`config.mk`:
```
export PLATFORM = sky130hd
export DESIGN_NAME = cprv_wb_stage
export DESIGN_NICKNAME = d
export VERILOG_FILES = /design/src/rtl/cprv_wb_stage.sv
export SDC_FILE = /design/constraint.sdc
export NUM_CORES = 1
export LEC_CHECK = 0
export ABC_AREA = 1
export ABC_CLOCK_PERIOD_IN_PS = 2150
export CAP_MARGIN = 20
export CORE_AREA = 3 3 177 179
export CTS_CLUSTER_DIAMETER = 80
export CTS_CLUSTER_SIZE = 14
export DETAILED_ROUTE_END_ITERATION = 6
export DIE_AREA = 0 0 180 182
export SLEW_MARGIN = 5
export SYNTH_ARGS = -nofsm -noshare
export SYNTH_HDL_FRONTEND = slang
export SYNTH_SLANG_ARGS = --single-unit
```
`constraint.sdc`:
```
create_clock -name clk -period 2.15 [get_ports clk]
set_input_delay 0.43 -clock clk [delete_from_list [all_inputs] [get_ports clk]]
set_output_delay 0.43 -clock clk [all_outputs]
set_load 0.005 [all_outputs]
```
`src/rtl/cprv_wb_stage.sv`:
```
// cprv64g write-back stage: selects the ALU result or extracted load data and
// presents it to the register file over a registered valid/ready write port.
module cprv_wb_stage #(
  parameter int unsigned DATA_WIDTH = 64,
  parameter int unsigned IMM_WIDTH  = 32
) (
  input  logic                  clk,
  input  logic                  rst,
  input  logic                  valid_wb_i,
  output logic                  ready_wb_o,
  input  logic [DATA_WIDTH-1:0] rs1_data_wb_i,
  input  logic [DATA_WIDTH-1:0] rs2_data_wb_i,
  input  logic [4:0]            rd_addr_wb_i,
  input  logic                  rd_en_wb_i,
  input  logic [IMM_WIDTH-1:0]  imm_data_wb_i,
  input  logic [6:0]            opcode_wb_i,
  input  logic [2:0]            funct3_wb_i,
  input  logic [6:0]            funct7_wb_i,
  input  logic                  w_en_wb_i,
  input  logic [DATA_WIDTH-1:0] alu_out_wb_i,
  input  logic [DATA_WIDTH-1:0] mem_data_wb_i,
  output logic                  valid_rf_o,
  input  logic                  ready_rf_i,
  output logic [4:0]            rd_addr_rf_o,
  output logic [DATA_WIDTH-1:0] rd_data_rf_o,
  output logic                  retire_o,
  output logic [63:0]           instret_o
);

  localparam logic [6:0] OP_LOAD = 7'b0000011;

  typedef enum logic [2:0] {
    LD_B  = 3'b000,
    LD_H  = 3'b001,
    LD_W  = 3'b010,
    LD_D  = 3'b011,
    LD_BU = 3'b100,
    LD_HU = 3'b101,
    LD_WU = 3'b110,
    LD_NA = 3'b111
  } load_size_t;

  logic                  cke;
  logic                  accept;
  logic [2:0]            off;
  logic [DATA_WIDTH-1:0] byte_sh;
  logic [DATA_WIDTH-1:0] half_sh;
  logic [DATA_WIDTH-1:0] word_sh;
  logic [DATA_WIDTH-1:0] load_data;
  logic [DATA_WIDTH-1:0] result;
  load_size_t            load_size;

  logic unused_inputs;
  assign unused_inputs = ^{rs1_data_wb_i, rs2_data_wb_i, imm_data_wb_i,
                           funct7_wb_i, w_en_wb_i, alu_out_wb_i[DATA_WIDTH-1:3]};

  assign cke        = ~valid_rf_o | ready_rf_i;
  assign ready_wb_o = cke & ~rst;
  assign accept     = valid_wb_i & ready_wb_o;

  // Misaligned offsets simply truncate to the containing naturally-aligned lane.
  assign off       = alu_out_wb_i[2:0];
  assign load_size = load_size_t'(funct3_wb_i);
  assign byte_sh   = mem_data_wb_i >> {off, 3'b000};
  assign half_sh   = mem_data_wb_i >> {off[2:1], 4'b0000};
  assign word_sh   = mem_data_wb_i >> {off[2], 5'b00000};

  always_comb begin
    load_data = '0;
    unique case (load_size)
      LD_B:  load_data = {{(DATA_WIDTH-8){byte_sh[7]}}, byte_sh[7:0]};
      LD_H:  load_data = {{(DATA_WIDTH-16){half_sh[15]}}, half_sh[15:0]};
      LD_W:  load_data = {{(DATA_WIDTH-32){word_sh[31]}}, word_sh[31:0]};
      LD_D:  load_data = mem_data_wb_i;
      LD_BU: load_data = {{(DATA_WIDTH-8){1'b0}}, byte_sh[7:0]};
      LD_HU: load_data = {{(DATA_WIDTH-16){1'b0}}, half_sh[15:0]};
      LD_WU: load_data = {{(DATA_WIDTH-32){1'b0}}, word_sh[31:0]};
      LD_NA: load_data = '0;
      default: load_data = '0;
    endcase
  end

  always_comb begin
    result = alu_out_wb_i;
    if (opcode_wb_i == OP_LOAD) result = load_data;
  end

  always_ff @(posedge clk) begin
    if (rst) begin
      valid_rf_o   <= 1'b0;
      rd_addr_rf_o <= '0;
      rd_data_rf_o <= '0;
      retire_o     <= 1'b0;
      instret_o    <= '0;
    end else begin
      retire_o <= accept;
      if (accept) instret_o <= instret_o + 64'd1;
      if (cke) begin
        valid_rf_o   <= valid_wb_i & rd_en_wb_i & (rd_addr_wb_i != 5'd0);
        rd_addr_rf_o <= rd_addr_wb_i;
        rd_data_rf_o <= result;
      end
    end
  end

endmodule

```
# Word level (Yosys, flattened, before mapping)
# Index checks and enable logic that the tools add are counted.
# word_totals
output_inout_bits,136
reg_bits,135
n_memories,0
elab_cells,28
latch_bits,0
rom_bits,0
input_bits,316
ram_bits,0
# classes
mux,2
n_lt_le_gt_ge,0
reduce_logical,2
shifts,3
bitwise,7
mul,0
n_eq_ne,8
addsub,1
n_div,0
# ops
cell,count
one-hot mux 64 bit (8 select lines),1
"adder 64 x 1 -> 64 bit, second input constant",1
two-way mux 64 bit,1
right shift 64 x 6 -> 16 bit,1
right shift 64 x 6 -> 32 bit,1
right shift 64 x 6 -> 8 bit,1
"== test 3 bit, second input constant",4
"== test 7 x 2 -> 1 bit, second input constant",1
"== test 3 x 2 -> 1 bit, second input constant",2
nonzero test 5 bit,1
AND 1 bit,4
"== test 3 x 1 -> 1 bit, second input constant",1
zero test 3 bit,1
NOT 1 bit,2
bitwise OR 1 bit,1

# Depth between registers and ports, before layout
# logic_depth
ltp_word,4
ltp_mapped,12
mapped_depth_nobuf,11

# Least setup slack after synthesis
# OpenSTA, ideal clock, no wires.
# synth_timing
kind,input -> register
from,in rst
to,reg instret_o[38]
setup_slack_ps,445
path_stages,12
n_path_buf,2
arrival_time_ps,1592
required_ps,2037
cell_sequence,buf_2 inv_2 buf_6 nand4_2 nor2_4 nand2_2 nor2_2 nand2_2 nor2_1 nand2_1 nand2_1 nor2_1
# synth_via
elab_chain_cells,3
# synth_lines
item,line_no,source
from (decl),8,"input logic rst,"
NOT 1 bit,58,assign ready_wb_o = cke & ~rst;
AND 1 bit,58,
AND 1 bit,59,assign accept = valid_wb_i & ready_wb_o;
to (signal assigned),97,if (accept) instret_o <= instret_o + 64'd1;
to (decl),27,output logic [63:0] instret_o
# Parallel ways exist; a longest one is shown, timed or not.
# A chain may end at the register's enable or synchronous reset.

# Final worst setup path
# layout_timing
from,reg instret_o[34]
to,out instret_o[34]
# No word-level cell between the ends.

==> reports/qor.txt <==
final std cells w/o fill = 2,331
Avg Cell Area, Syn = 5.61 um2
CP arrival = 1.51 ns
max_cap viols = 0
Vias = 11,500
Global Route Usage Sum = 23.8%
Worst-path clk slew = 0.06 ns
routability congestion estimate = 0.933
EDFF count, synth = 0
DR iter-0 viols = 951
crit-path leading delay family = buffers and inverters
Fin Hold WS = 0.451 ns
Worst EP required = 1.72 ns
synth unique cells = 38
dpl hpwl = 31.7 mm
Synth Warn # = 0
ys flop type = dfxtp_1
Synth-to-Final Area Change = 47.0%
final core utilization = 45.0%
I/O pin count = 452
Worst Skew = 0.0207 ns
CP max stage delay = 0.57 ns
crit path time final = 1.94 ns
Post-Syn Nets = 1,937
layout cell share with drive strength beyond 1 = 7.28%
Slew Viols, Final = 0
endpoints failing setup = 0
PortBufs = 283
Hold Path End = rd_data_rf_o[16]
Die W = 180 um
post-cts hold buffer count = 0
DRC violations left = 0
Rows = 63
sequential fraction of the synthesis area = 29.7%
fin crit share = 90.2%
reg2reg end = instret_o[38]
Die Y-Extent = 182 um
clk_lat worst skew = 0.43 ns
critical path endpoint category = output port
Synth async-reset ratio = 0%
Critical Setup Path Class = reg2out
number of global-route vias before repair = 11,000
setup TNS after final layout = 0 ns
core area = 29,700 um2
worst hold-check path type = reg2reg
Hold Path Depth = 2
VDD IR max = 473 uV
HP Start = rd_data_rf_o[16]
clk root buf = clkbuf_16
Routed Antenna Nets = 0
Pre-antenna DRT Iters = 5
WP buf/inv = 1
WL/cell = 17.4 um
global-route wire length before repair = 61.9 mm
worst-margin pin slew = 0.772 ns
nets = 2,240
largest net degree at the start of global routing = 64
Crit Path Max Fanout = 6
CTS Sinks = 135
Die ar. = 32,800 um2
Setup crit start kind = flip-flop
number of vias per cell = 4.94
cells after synthesis = 1,620
CTS buffer count = 17
RSZ-0062 raised after global routing = no
status = finished clean
Worst path slowest cell = clkdlybuf4s50_1
Initial Util = 30.6%
critical-path cell list = clkdlybuf4s50_1
Slew HR = 48.5%
Lkg Pwr = 0.00518 uW
reg-to-reg setup timing slack = 0.23 ns
R2R Path Start = instret_o[4]
synthesized area = 9090 um2
CTS tree = done
Yosys reg bits = 135
H-tree depth = 4
final hold viol count = 0
PD cells = 511 nW/um2
initial antenna violation count = 8
grt ovf = 0
CTS Buffer Depth = 2
final WL = 40.6 mm
R2R depth = 11
Max Clk Rate = 0.515 GHz
Cells after DPL = 2,294
[worst max path at each step]
stage / start / to / slack [ns] / cells past startpoint
floorplan: rst / instret_o[38] / 0.45 / 12
global placement: ready_rf_i / ready_wb_o / -0.21 / 6
detailed placement: ready_rf_i / instret_o[55] / -0.23 / 10
CTS: instret_o[34] / instret_o[34] / 0.18 / 1
global route: instret_o[4] / instret_o[38] / 0.01 / 11
finish: instret_o[34] / instret_o[34] / 0.21 / 1
[registers in the layout, summed over array words and instances (netlist names)]
signal / count
rd_addr_rf_o: 5
valid_rf_o: 1
retire_o: 1
instret_o: 64
rd_data_rf_o: 64
[where the power goes]
part           internal [uW]  switching [uW]  total (uW)
logic                    633             618        1250
registers               2590            50.5        2640
clock network           1630            1310        2940
total                   4860            1980        6830
[Yosys cell counts, types with 3 or more instances]
library cell / instances / area share (%)
o21ai_0: 125 / 6.9
nor2_2: 4 / 0.28
o211ai_1: 8 / 0.66
nand2_1: 533 / 22
o22ai_1: 12 / 0.83
dfxtp_1: 135 / 30
nor2_1: 339 / 14
xor2_1: 5 / 0.48
nor3_1: 10 / 0.55
nand4_1: 17 / 1.2
inv_1: 117 / 4.8
a22o_1: 4 / 0.39
o21ai_1: 6 / 0.33
nand2_2: 3 / 0.21
clkbuf_1: 42 / 1.7
nor2_4: 6 / 0.74
buf_2: 17 / 0.94
buf_6: 5 / 0.62
a21oi_1: 81 / 4.5
buf_4: 4 / 0.33
nand3_1: 104 / 5.7
inv_2: 9 / 0.37
buf_1: 8 / 0.33
xnor2_1: 8 / 0.77
[cell families (layout without fill, tap and decap cells)]
| logic type | count (synthesis) | after routing | share of synthesized area [%] |
|---|---|---|---|
| AND/OR/NAND/NOR | 1027 | 1027 | 45.7 |
| AO/OA/AOI/OAI | 241 | 241 | 14.0 |
| buffers and inverters | 203 | 519 | 9.19 |
| flip-flops | 135 | 135 | 29.7 |
| XOR/XNOR | 13 | 13 | 1.25 |
| adder cells (fa/ha/maj) | 1 | 1 | 0.138 |
| other | 0 | 5 | 0 |
[worst reg2reg max path, stage by stage, from the launching register on]
cell and delay, ns:
dfxtp_1 0.44, nand2_1 0.14, nor2_2 0.25, inv_1 0.09
nor2_1 0.21, nand2_2 0.10, nor2_2 0.18, nand2_2 0.12
nor2_1 0.15, nand2_1 0.06, nand2_1 0.05, nor2_1 0.04
[routing by layer]
metal | wire length (um) | global-route usage (%)
met3 | 3170 | 6.21
met4 | 1010 | 7.83
met5 | 46 | 0
met2 | 18700 | 39.8
met1 | 17700 | 30.0
[timing repair]
action,CTS,global route
gates resized for setup,3,0
buffers inserted,0,0
endpoints found under the setup margin,1,0
[cell usage in the layout (no fill, tap or decap), drive strengths merged, types with 2 or more instances in the layout]
master	count
nand2	536
nor2	349
clkdlybuf4s50	281
dfxtp	135
o21ai	131
inv	130
nand3	106
a21oi	81
buf	78
nand4	19
clkbuf	18
o22ai	12
nor3	10
o211ai	8
xnor2	8
clkinv	7
diode	5
xor2	5
a22o	4
clkinvlp	3
nor4	3
and2	2
[final cells by class]
class	instances	area, um2
Antenna cell	5	12.5
Clock buffer	18	439
Clock inverter	14	121
Fill cell	3233	16400
Inverter	127	477
Multi-Input combinational cell	1282	5580
Sequential cell	135	2700
Tap cell	390	488
Timing Repair Buffer	360	3540
[metrics by stage]
| step | area (um2) | total power, uW | setup slack (ns) |
|---|---|---|---|
| after CTS | 13400 | 6880 | 0.184 |
| after floorplan | 9090 | 3190 | 0.445 |
| after detailed placement | 12800 | 3940 | -0.231 |
| after global placement | 12800 | 3940 | -0.209 |
| after global routing | 13400 | 7100 | 0.0112 |
| final | 13400 | 6830 | 0.210 |
(Power assumes the default switching activity.)
